### src/rtl/sync_fifo_flags_pkg.sv
// fifo_pkg: shared types and helpers for sync_fifo_flags.
//   fifo_err_t      - sticky error flag pair {overflow, underflow}
//   fifo_ptr_next() - pointer increment that wraps at an arbitrary depth
//   fifo_cnt_width()- width needed to hold an occupancy of 0..depth
package fifo_pkg;

    typedef struct packed {
        logic overflow;
        logic underflow;
    } fifo_err_t;

    // Explicit wrap at depth-1 so non-power-of-two depths work.
    function automatic int unsigned fifo_ptr_next(input int unsigned ptr,
                                                  input int unsigned depth);
        return (ptr >= depth - 32'd1) ? 32'd0 : ptr + 32'd1;
    endfunction

    function automatic int unsigned fifo_cnt_width(input int unsigned depth);
        return $clog2(depth + 1);
    endfunction

    localparam int unsigned FIFO_DEFAULT_DEPTH = 4;
    localparam int unsigned FIFO_DEFAULT_CW    = $clog2(FIFO_DEFAULT_DEPTH + 1);

endpackage

### src/rtl/sync_fifo_flags_if.sv
// sync_fifo_flags_if: bundle of the FIFO control, data and status signals.
//   master modport: the user side (drives flush/write/read/clear requests)
//   slave modport : the FIFO itself (drives read data, flags, count, errors)
// Parameters must match the ones given to sync_fifo_flags.
interface sync_fifo_flags_if
    import fifo_pkg::*;
#(
    parameter int unsigned DATA_WIDTH = 64,
    parameter int unsigned FIFO_DEPTH = 4
);
    localparam int unsigned CW = fifo_cnt_width(FIFO_DEPTH);

    logic                  flush_i;
    logic                  wr_en_i;
    logic [DATA_WIDTH-1:0] wr_data_i;
    logic                  rd_en_i;
    logic                  clr_err_i;
    logic [DATA_WIDTH-1:0] rd_data_o;
    logic                  rd_valid_o;
    logic                  empty_o;
    logic                  full_o;
    logic                  almost_full_o;
    logic                  almost_empty_o;
    logic [CW-1:0]         fifo_count_o;
    logic                  overflow_o;
    logic                  underflow_o;

    modport master (
        output flush_i, wr_en_i, wr_data_i, rd_en_i, clr_err_i,
        input  rd_data_o, rd_valid_o, empty_o, full_o, almost_full_o,
               almost_empty_o, fifo_count_o, overflow_o, underflow_o
    );

    modport slave (
        input  flush_i, wr_en_i, wr_data_i, rd_en_i, clr_err_i,
        output rd_data_o, rd_valid_o, empty_o, full_o, almost_full_o,
               almost_empty_o, fifo_count_o, overflow_o, underflow_o
    );

endinterface

### src/rtl/sync_fifo_flags_ptr_wrap.sv
// fifo_ptr_wrap: address pointer for a FIFO of DEPTH entries.
//   clk   - clock
//   rst_n - asynchronous active-low reset (pointer -> 0)
//   clr   - synchronous clear (pointer -> 0), wins over inc
//   inc   - advance by one, wrapping DEPTH-1 -> 0
//   ptr   - current pointer, $clog2(DEPTH) bits
module fifo_ptr_wrap
    import fifo_pkg::*;
#(
    parameter int unsigned DEPTH = 4,
    localparam int unsigned AW   = $clog2(DEPTH)
) (
    input  logic          clk,
    input  logic          rst_n,
    input  logic          clr,
    input  logic          inc,
    output logic [AW-1:0] ptr
);

    logic [AW-1:0] ptr_next;

    always_comb begin
        ptr_next = ptr;
        if (clr) begin
            ptr_next = '0;
        end else if (inc) begin
            ptr_next = AW'(fifo_ptr_next(32'(ptr), DEPTH));
        end
    end

    always_ff @(posedge clk or negedge rst_n) begin
        if (!rst_n) begin
            ptr <= '0;
        end else begin
            ptr <= ptr_next;
        end
    end

endmodule

### src/rtl/sync_fifo_flags.sv
// sync_fifo_flags: synchronous FIFO with occupancy count, almost-full /
// almost-empty thresholds, sticky overflow/underflow flags and flush.
// Any FIFO_DEPTH >= 2 is supported, including non-power-of-two.
//   clk   - single clock, rising edge
//   rst_n - asynchronous active-low reset
//   bus   - sync_fifo_flags_if.slave: flush/write/read/clear requests in;
//           read data, rd_valid, empty/full/almost flags, count, errors out
// Build option: define SYNC_FIFO_FWFT_EN for first-word-fall-through reads
// (rd_data_o shows the head word combinationally, rd_en_i pops it).
// Without it, rd_data_o is registered and rd_valid_o pulses after a read.
module sync_fifo_flags
    import fifo_pkg::*;
#(
    parameter int unsigned DATA_WIDTH    = 64,
    parameter int unsigned FIFO_DEPTH    = 4,
    parameter int unsigned AFULL_THRESH  = FIFO_DEPTH - 1,
    parameter int unsigned AEMPTY_THRESH = 1
) (
    input  logic              clk,
    input  logic              rst_n,
    sync_fifo_flags_if.slave  bus
);

    localparam int unsigned AW = $clog2(FIFO_DEPTH);
    localparam int unsigned CW = fifo_cnt_width(FIFO_DEPTH);

    // Parameter sanity, caught at elaboration.
    if (FIFO_DEPTH < 2) begin : g_bad_depth
        $error("sync_fifo_flags: FIFO_DEPTH must be >= 2");
    end
    if (AFULL_THRESH < 1 || AFULL_THRESH > FIFO_DEPTH) begin : g_bad_afull
        $error("sync_fifo_flags: AFULL_THRESH out of range 1..FIFO_DEPTH");
    end
    if (AEMPTY_THRESH > FIFO_DEPTH - 1) begin : g_bad_aempty
        $error("sync_fifo_flags: AEMPTY_THRESH out of range 0..FIFO_DEPTH-1");
    end

    logic [DATA_WIDTH-1:0] mem [FIFO_DEPTH];
    logic [AW-1:0]         wr_addr;
    logic [AW-1:0]         rd_addr;
    logic [CW-1:0]         count_reg;
    logic [CW-1:0]         count_next;
    fifo_err_t             err_reg;
    fifo_err_t             err_next;

    logic empty;
    logic full;
    logic rd_ok;
    logic wr_ok;
    logic rd_acc;
    logic wr_acc;
    logic ovf_set;
    logic unf_set;

    // Status flags are pure compares on the registered count.
    assign empty = (count_reg == '0);
    assign full  = (count_reg == CW'(FIFO_DEPTH));

    assign bus.empty_o        = empty;
    assign bus.full_o         = full;
    assign bus.almost_full_o  = (count_reg >= CW'(AFULL_THRESH));
    assign bus.almost_empty_o = (count_reg <= CW'(AEMPTY_THRESH));
    assign bus.fifo_count_o   = count_reg;
    assign bus.overflow_o     = err_reg.overflow;
    assign bus.underflow_o    = err_reg.underflow;

    // A write into a full FIFO is fine when a read frees a slot this cycle.
    assign rd_ok = bus.rd_en_i && !empty;
    assign wr_ok = bus.wr_en_i && (!full || rd_ok);

    // Flush suppresses every accept and every error update in its cycle.
    assign rd_acc  = rd_ok && !bus.flush_i;
    assign wr_acc  = wr_ok && !bus.flush_i;
    assign ovf_set = bus.wr_en_i && !wr_ok && !bus.flush_i;
    assign unf_set = bus.rd_en_i && !rd_ok && !bus.flush_i;

    fifo_ptr_wrap #(.DEPTH(FIFO_DEPTH)) u_wr_ptr (
        .clk   (clk),
        .rst_n (rst_n),
        .clr   (bus.flush_i),
        .inc   (wr_acc),
        .ptr   (wr_addr)
    );

    fifo_ptr_wrap #(.DEPTH(FIFO_DEPTH)) u_rd_ptr (
        .clk   (clk),
        .rst_n (rst_n),
        .clr   (bus.flush_i),
        .inc   (rd_acc),
        .ptr   (rd_addr)
    );

    always_comb begin
        count_next = count_reg;
        if (bus.flush_i) begin
            count_next = '0;
        end else if (wr_acc && !rd_acc) begin
            count_next = count_reg + CW'(1);
        end else if (rd_acc && !wr_acc) begin
            count_next = count_reg - CW'(1);
        end
    end

    // Set has priority over clear so an error in the clearing cycle is kept.
    always_comb begin
        err_next.overflow  = ovf_set || (err_reg.overflow  && !bus.clr_err_i);
        err_next.underflow = unf_set || (err_reg.underflow && !bus.clr_err_i);
    end

    always_ff @(posedge clk or negedge rst_n) begin
        if (!rst_n) begin
            count_reg <= '0;
            err_reg   <= '0;
        end else begin
            count_reg <= count_next;
            err_reg   <= err_next;
        end
    end

    // Storage has no reset; stale contents are never exposed as valid.
    always_ff @(posedge clk) begin
        if (wr_acc) begin
            mem[wr_addr] <= bus.wr_data_i;
        end
    end

`ifdef SYNC_FIFO_FWFT_EN
    // Head word falls through; zero while empty so the bus is quiet.
    assign bus.rd_data_o  = empty ? '0 : mem[rd_addr];
    assign bus.rd_valid_o = !empty;
`else
    logic [DATA_WIDTH-1:0] rd_data_reg;
    logic                  rd_valid_reg;

    always_ff @(posedge clk or negedge rst_n) begin
        if (!rst_n) begin
            rd_data_reg  <= '0;
            rd_valid_reg <= 1'b0;
        end else begin
            rd_valid_reg <= rd_acc;
            if (rd_acc) begin
                rd_data_reg <= mem[rd_addr];
            end
        end
    end

    assign bus.rd_data_o  = rd_data_reg;
    assign bus.rd_valid_o = rd_valid_reg;
`endif

endmodule

### src/flat_wrapper.sv
// flat-port wrapper written by rule: the top's interface ports become plain ports
module sync_fifo_flags_flat import fifo_pkg::*;
#(
    parameter int unsigned DATA_WIDTH    = 64,
    parameter int unsigned FIFO_DEPTH    = 4,
    parameter int unsigned AFULL_THRESH  = FIFO_DEPTH - 1,
    parameter int unsigned AEMPTY_THRESH = 1
)
  (clk, rst_n, bus_flush_i, bus_wr_en_i, bus_wr_data_i, bus_rd_en_i, bus_clr_err_i, bus_rd_data_o, bus_rd_valid_o, bus_empty_o, bus_full_o, bus_almost_full_o, bus_almost_empty_o, bus_fifo_count_o, bus_overflow_o, bus_underflow_o);
  sync_fifo_flags_if #(.DATA_WIDTH(DATA_WIDTH), .FIFO_DEPTH(FIFO_DEPTH)) bus_i ();
  input  logic clk;
  input  logic rst_n;
  input wire logic [$bits(bus_i.flush_i)-1:0] bus_flush_i;
  input wire logic [$bits(bus_i.wr_en_i)-1:0] bus_wr_en_i;
  input wire logic [$bits(bus_i.wr_data_i)-1:0] bus_wr_data_i;
  input wire logic [$bits(bus_i.rd_en_i)-1:0] bus_rd_en_i;
  input wire logic [$bits(bus_i.clr_err_i)-1:0] bus_clr_err_i;
  output wire logic [$bits(bus_i.rd_data_o)-1:0] bus_rd_data_o;
  output wire logic [$bits(bus_i.rd_valid_o)-1:0] bus_rd_valid_o;
  output wire logic [$bits(bus_i.empty_o)-1:0] bus_empty_o;
  output wire logic [$bits(bus_i.full_o)-1:0] bus_full_o;
  output wire logic [$bits(bus_i.almost_full_o)-1:0] bus_almost_full_o;
  output wire logic [$bits(bus_i.almost_empty_o)-1:0] bus_almost_empty_o;
  output wire logic [$bits(bus_i.fifo_count_o)-1:0] bus_fifo_count_o;
  output wire logic [$bits(bus_i.overflow_o)-1:0] bus_overflow_o;
  output wire logic [$bits(bus_i.underflow_o)-1:0] bus_underflow_o;
  assign bus_i.flush_i = bus_flush_i;
  assign bus_i.wr_en_i = bus_wr_en_i;
  assign bus_i.wr_data_i = bus_wr_data_i;
  assign bus_i.rd_en_i = bus_rd_en_i;
  assign bus_i.clr_err_i = bus_clr_err_i;
  assign bus_rd_data_o = bus_i.rd_data_o;
  assign bus_rd_valid_o = bus_i.rd_valid_o;
  assign bus_empty_o = bus_i.empty_o;
  assign bus_full_o = bus_i.full_o;
  assign bus_almost_full_o = bus_i.almost_full_o;
  assign bus_almost_empty_o = bus_i.almost_empty_o;
  assign bus_fifo_count_o = bus_i.fifo_count_o;
  assign bus_overflow_o = bus_i.overflow_o;
  assign bus_underflow_o = bus_i.underflow_o;
  sync_fifo_flags #(.DATA_WIDTH(DATA_WIDTH), .FIFO_DEPTH(FIFO_DEPTH), .AFULL_THRESH(AFULL_THRESH), .AEMPTY_THRESH(AEMPTY_THRESH)) u_core (.clk(clk), .rst_n(rst_n), .bus(bus_i));
endmodule
### config.mk
export PLATFORM = sky130hd
export DESIGN_NAME = sync_fifo_flags_flat
export DESIGN_NICKNAME = d
export VERILOG_FILES = /design/src/rtl/sync_fifo_flags_pkg.sv /design/src/rtl/sync_fifo_flags_if.sv /design/src/rtl/sync_fifo_flags_ptr_wrap.sv /design/src/rtl/sync_fifo_flags.sv /design/src/flat_wrapper.sv
export SDC_FILE = /design/constraint.sdc
export NUM_CORES = 1
export LEC_CHECK = 0
export BUFFER_PORTS_ARGS = -buffer_cell sky130_fd_sc_hd__buf_2
export CAP_MARGIN = 20
export CORE_MARGIN = 4
export CORE_UTILIZATION = 45
export DETAILED_ROUTE_END_ITERATION = 8
export MAX_ROUTING_LAYER = met4
export PLACE_DENSITY_LB_ADDON = 0.08
export SETUP_SLACK_MARGIN = 0.05
export SYNTH_ARGS = -nofsm -noshare
export SYNTH_HDL_FRONTEND = slang
export SYNTH_SLANG_ARGS = --single-unit
### constraint.sdc
create_clock -name clk -period 4.9 [get_ports clk]
set_input_delay 0.98 -clock clk [delete_from_list [all_inputs] [get_ports clk]]
set_output_delay 0.98 -clock clk [all_outputs]
set_load 0.03 [all_outputs]
==> results of run 1 <==
## registers in the layout, indices dropped and copies added (netlist names)
| name | cells |
|---|---|
| u_core.bus.rd_data_o | 64 |
| u_core.u_wr_ptr.ptr | 2 |
| u_core.bus.rd_valid_o | 1 |
| u_core.u_rd_ptr.ptr | 2 |
| u_core.mem | 256 |
| u_core.bus.underflow_o | 1 |
| u_core.bus.overflow_o | 1 |
| u_core.bus.fifo_count_o | 3 |
## kinds of logic after synthesis
family	count (synthesis)	synth area share [%]
flip-flops	330	77.34
AND/OR/NAND/NOR	219	7.009
multiplexers	67	11.95
buffers and inverters	41	1.877
AO/OA/AOI/OAI	14	0.7405
adder cells (fa/ha/maj)	10	1.014
XOR/XNOR	1	0.07102
## power by group
part	switching, mW	total [mW]	internal (mW)
clock	1.03	2.55	1.52
sequential	0.226	3.59	3.37
combinational	1.16	1.76	0.597
total	2.41	7.90	5.48
## layout make-up
type / count / area [um^2] / area share (%)
sequential: 330 / 9547 / 65.90
multi-input combinational: 311 / 2579 / 17.80
clock buffer: 48 / 985.9 / 6.805
timing repair buffer: 148 / 755.7 / 5.216
tap: 341 / 426.7 / 2.945
clock inverter: 16 / 138.9 / 0.9586
inverter: 12 / 45.04 / 0.3109
antenna: 4 / 10.01 / 0.06909
## synthesized netlist by cell type
library cell / n
buf_2: 17
nand2_2: 1
nand2b_1: 2
nor2_1: 5
mux2i_1: 1
o22ai_1: 1
mux2_2: 1
clkbuf_1: 2
xnor2_1: 1
o32ai_1: 2
a2bb2oi_1: 1
o21ai_0: 3
nor2b_4: 1
mux2_1: 1
edfxtp_1: 256
a21oi_2: 1
buf_4: 5
a32o_1: 1
dfrtp_1: 74
nand3_1: 1
ha_1: 10
or3_1: 2
nand2_1: 200
mux4_2: 64
and2_1: 4
nand2b_2: 1
inv_2: 1
inv_1: 11
buf_6: 5
nor2b_1: 1
nor3_1: 1
a21oi_1: 5
## worst max-delay path: stages (launching register included)
cell     delay, ns
dfrtp_1       0.41
inv_1         0.18
ha_1          0.27
nand2_1       0.12
inv_1         0.13
buf_2         0.22
## routing by layer
layer,vias to the layer above,track usage (%),share of wire [%]
li1,2858,-,-
met2,143,26.46,48
met3,28,3.926,5.6
met4,0,3.858,1.5
met1,3144,22.51,45
met5,-,-,0
## worst paths after layout
kind / start / end / slack (ns) / cells after the start
setup / recovery: u_core.bus.fifo_count_o[0]$_DFFE_PN0P_ / bus_full_o / 2.10 / 5
min in group clk: u_core.bus.rd_data_o[30]$_DFFE_PN0P_ / u_core.bus.rd_data_o[30]$_DFFE_PN0P_ / 0.47 / 2
hold reg to reg: u_core.bus.rd_data_o[30]$_DFFE_PN0P_ / u_core.bus.rd_data_o[30]$_DFFE_PN0P_ / 0.47 / 2
max in group asynchronous: rst_n / u_core.bus.rd_data_o[27]$_DFFE_PN0P_ / 3.43 / 2
hold / removal: rst_n / u_core.bus.rd_data_o[46]$_DFFE_PN0P_ / 0.47 / 1
setup reg to reg: u_core.bus.fifo_count_o[0]$_DFFE_PN0P_ / u_core.mem[0][12]$_DFFE_PP_ / 2.24 / 6
## per-stage QoR
step | hold slack [ns] | instance area (um^2) | utilization, %
final | 0.4691 | 14490 | 53.76
after global routing | 0.4832 | 14490 | 53.76
after CTS | 0.4709 | 14480 | 53.72
after detailed placement | 0.4566 | 13350 | 49.55
after global placement | 0.4536 | 13350 | 49.55
after floorplan | 0.5420 | 12330 | -
==> flow_summary.json, run 1 <==
{
  "fmax_mhz": 356.6,
  "rsz0062_at_grt": "false",
  "coreArea_um2": 26950,
  "yosysTopAreaCell": "edfxtp_1",
  "path_class": "reg2out",
  "hold_buffers": 0,
  "numCtsBuffers": 35,
  "dr_total_vias": 6173,
  "htreeDepth": 2,
  "row_count": 60,
  "grt_pass1_vias": 6630,
  "cts_sinks": 330,
  "drt_iter0_drc": 360,
  "slew-limit-headroom_pct": 29.21,
  "die_area_um2": 30120,
  "die_y_um": 173.6,
  "finClkSkew_ns": 0.02314,
  "postSynthCellCount": 682,
  "netlist_top_cells_area": "edfxtp_1 (62%), dfrtp_1 (15%), mux4_2 (12%)",
  "power_mw": 7.898,
  "grt_max_degree": 69,
  "setup_tns_ns": 0,
  "hold_viol": 0,
  "grt_pass1_wl_mm": 38.30,
  "status": "finished, final reports clean",
  "cts_tree": "built",
  "areaGrowthSynthToFinish_pct": 17.46,
  "drt_pass1_iterations": 4,
  "via_per_inst": 5.102,
  "drv_cap": 0,
  "yosysTopAreaCellShare_pct": 62.33,
  "place_inst": 1142,
  "wl_mm": 24.36,
  "die_width_um": 173.6,
  "period_share_pct": 57.22,
  "clk_path_buf_depth": 3,
  "instances_no_fill": 1210,
  "required_ns": 3.92,
  "globalRoute.totalOverflow": 0,
  "timing.final.ws_setup_ns": 2.096,
  "ioPinCount": 144,
  "arrival_ns": 1.82,
  "hpwlAfterDp_mm": 13.49,
  "slew_violations": 0,
  "nFillCells": 2195,
  "clkLatencyLatePin_ns": 0.51,
  "hold_path.class": "in2async",
  "p_per_area_nw_per_um2": 545.1,
  "start_util_pct": 45.77,
  "yosysSeqAreaShare_pct": 77.34,
  "clock-root-buffer": "clkbuf_16",
  "yosysWarnings": 0,
  "num-nets-final": 918,
  "io_buffers": 143,
  "worst-path-max-fanout": 5,
  "p_leak_nw": 5.546,
  "final_common_cell": "edfxtp_1",
  "antenna_found_initial": 4,
  "ant_nets": 0,
  "end_kind": "primary output",
  "period_needed_ns": 2.804,
  "syn-cell-area_um2": 12330,
  "clk_pin_slew_ns": 0.06,
  "syn_nets": 762,
  "worstMarginPinSlew_ns": 1.062,
  "gp_congestion": 0.7705,
  "post-place-ws_ns": 1.877,
  "setup_viol": 0,
  "drive_gt1_share_pct": 31.56,
  "synth_area_per_cell_um2": 18.09,
  "synthDistinctLibCells": 32,
  "startpoint_type": "flip-flop",
  "ctsResizeCount": 0,
  "final_cell_mix": "edfxtp_1 (256), nand2_1 (200), buf_2 (142)",
  "ys_ff_latch": 330,
  "drc": 0,
  "grt_usage_pct": 16.75,
  "vdd_drop_max_uv": 337.5,
  "detail_route.wl_per_cell_um": 20.13,
  "cts_setup_buffers": 0
}
No activity file was read; power rests on OpenSTA's default activity.
==> run 2: changes to the inputs <==
==> constraint.sdc (replaced) <==
create_clock -name clk -period 2.4 [get_ports clk]
set_input_delay 0.48 -clock clk [delete_from_list [all_inputs] [get_ports clk]]
set_output_delay 0.48 -clock clk [all_outputs]
set_load 0.03 [all_outputs]
==> flow_summary.json, run 2 (same netlist as run 1, synthesis figures left out) <==
{
  "die_y_um": 173.6,
  "required_ns": 1.92,
  "path_class": "reg2out",
  "rsz0062_at_grt": "false",
  "status": "finished, final reports clean",
  "num-nets-final": 935,
  "setup_tns_ns": 0,
  "clk_path_buf_depth": 3,
  "slew_violations": 0,
  "ctsResizeCount": 0,
  "finClkSkew_ns": 0.01562,
  "drc": 0,
  "cts_tree": "built",
  "row_count": 60,
  "io_buffers": 143,
  "worstMarginPinSlew_ns": 0.7099,
  "detail_route.wl_per_cell_um": 20.52,
  "arrival_ns": 1.73,
  "fmax_mhz": 451.9,
  "globalRoute.totalOverflow": 0,
  "reg2reg_to": "u_core.mem[2][58]$_DFFE_PP_",
  "clock-root-buffer": "clkbuf_16",
  "slew-limit-headroom_pct": 52.67,
  "r2r_cells": 7,
  "largest_reg_flops": 256,
  "period_needed_ns": 2.213,
  "m1WireLength_mm": 10.63,
  "wl_mm": 25.14,
  "hold_viol": 0,
  "die_area_um2": 30120,
  "drt_iter0_drc": 352,
  "p_per_area_nw_per_um2": 1108,
  "route.met3.wl_mm": 1.100,
  "dr.max_layer_used": "met4",
  "drt_pass1_iterations": 4,
  "drv_cap": 0,
  "startpoint_type": "flip-flop",
  "instances_no_fill": 1225,
  "die_width_um": 173.6,
  "grt_max_degree": 53,
  "place_inst": 1158,
  "via_per_inst": 5.220,
  "setup_viol": 0,
  "combPwrFrac_pct": 22.9,
  "antenna_found_initial": 1,
  "dr_total_vias": 6394,
  "hold_buffers": 0,
  "htreeDepth": 2,
  "p_leak_nw": 5.662,
  "period_share_pct": 92.21,
  "vdd_drop_max_uv": 592.3,
  "worst-path-max-fanout": 5,
  "clockPowerShare_pct": 32.7,
  "end_kind": "primary output",
  "areaGrowthSynthToFinish_pct": 19.97,
  "numCtsBuffers": 36,
  "top_register": "u_core.mem",
  "clk_pin_slew_ns": 0.06,
  "met2_length_mm": 12.94,
  "cts_setup_buffers": 0,
  "p_sw_mw": 4.944,
  "rr_startpoint": "u_core.bus.fifo_count_o[1]$_DFFE_PN0P_",
  "ant_nets": 0,
  "hold_path.class": "in2async",
  "grt_pass1_wl_mm": 39.47,
  "internal-power_mw": 11.45,
  "clkLatencyLatePin_ns": 0.51,
  "hpwlAfterDp_mm": 15.66,
  "final_common_cell": "edfxtp_1",
  "gp_congestion": 0.7674,
  "grt_usage_pct": 17.37,
  "coreArea_um2": 26950,
  "grt_pass1_vias": 7002,
  "final_cell_mix": "edfxtp_1 (256), nand2_1 (200), buf_2 (141)",
  "ioPinCount": 144,
  "start_util_pct": 45.77,
  "rrSetupSlack_ns": 0.33,
  "cts_sinks": 330,
  "power_frac_seq_pct": 44.4,
  "power.switching_fraction_pct": 30.15,
  "drive_gt1_share_pct": 33.41
}
-- run 2: cell count changes in the layout (fill, tap and decap cells not counted), moves of 3 or more --
| cell | before | now |
|---|---|---|
| clkbuf_1 | 8 | 16 |
| buf_12 | 0 | 11 |
| buf_4 | 6 | 11 |
| clkinv_1 | 7 | 0 |
| diode_2 | 4 | 1 |
-- run 2: power by group through the flow --
stage	clock, mW	combinational (mW)	sequential (mW)
2_1_floorplan	0	1.63	8.34
3_3_place_gp	0	3.80	7.35
3_5_place_dp	0	3.83	7.40
4_1_cts	5.51	3.84	7.29
5_1_grt	5.76	4.08	7.37
6_report	5.36	3.76	7.28
-- run 2: how the worst max path moves through the flow --
stage / start / end / cells after the start
2_1_floorplan: u_core.bus.fifo_count_o[0]$_DFFE_PN0P_ / u_core.mem[0][0]$_DFFE_PP_ / 6
3_3_place_gp: u_core.bus.fifo_count_o[0]$_DFFE_PN0P_ / u_core.mem[2][41]$_DFFE_PP_ / 7
3_5_place_dp: u_core.bus.fifo_count_o[0]$_DFFE_PN0P_ / u_core.mem[2][14]$_DFFE_PP_ / 7
4_1_cts: u_core.bus.fifo_count_o[0]$_DFFE_PN0P_ / bus_full_o / 5
5_1_grt: u_core.bus.fifo_count_o[1]$_DFFE_PN0P_ / bus_full_o / 5
6_report: u_core.bus.fifo_count_o[1]$_DFFE_PN0P_ / bus_empty_o / 5
-- run 2: per-layer routing --
layer	vias to the layer above	GRT usage, %
li1	2881	-
met1	3313	22.15
met2	159	29.06
met3	41	3.053
met4	0	4.855
met5	-	-
-- run 2: final cells by class --
cell class	count	area [um^2]
tap	341	426.7
sequential	330	9549
fill	2153	12150
timing repair buffer	164	1016
multi-input combinational	311	2584
clock buffer	58	1066
antenna	1	2.502
clock inverter	8	108.9
inverter	12	45.04
-- run 2: critical path, cell delays in order, from the launching register on --
cell      delay, ns
dfrtp_2        0.43
inv_1          0.14
ha_2           0.24
nand2b_2       0.12
inv_1          0.10
buf_2          0.20
-- run 2: per-stage QoR --
| stage | cell area (um^2) | hold WS, ns | util, % | setup slack (ns) | total power [mW] |
|---|---|---|---|---|---|
| floorplan | 12350 | 0.1844 | - | 0.08274 | 9.970 |
| global placement | 13620 | 0.4534 | 50.52 | 0.2788 | 11.15 |
| detailed placement | 13620 | 0.4570 | 50.52 | 0.2191 | 11.22 |
| CTS | 14790 | 0.04224 | 54.88 | 0.06059 | 16.65 |
| global route | 14800 | 0.06384 | 54.91 | 0.06405 | 17.21 |
| finish | 14800 | 0.02509 | 54.91 | 0.1869 | 16.40 |
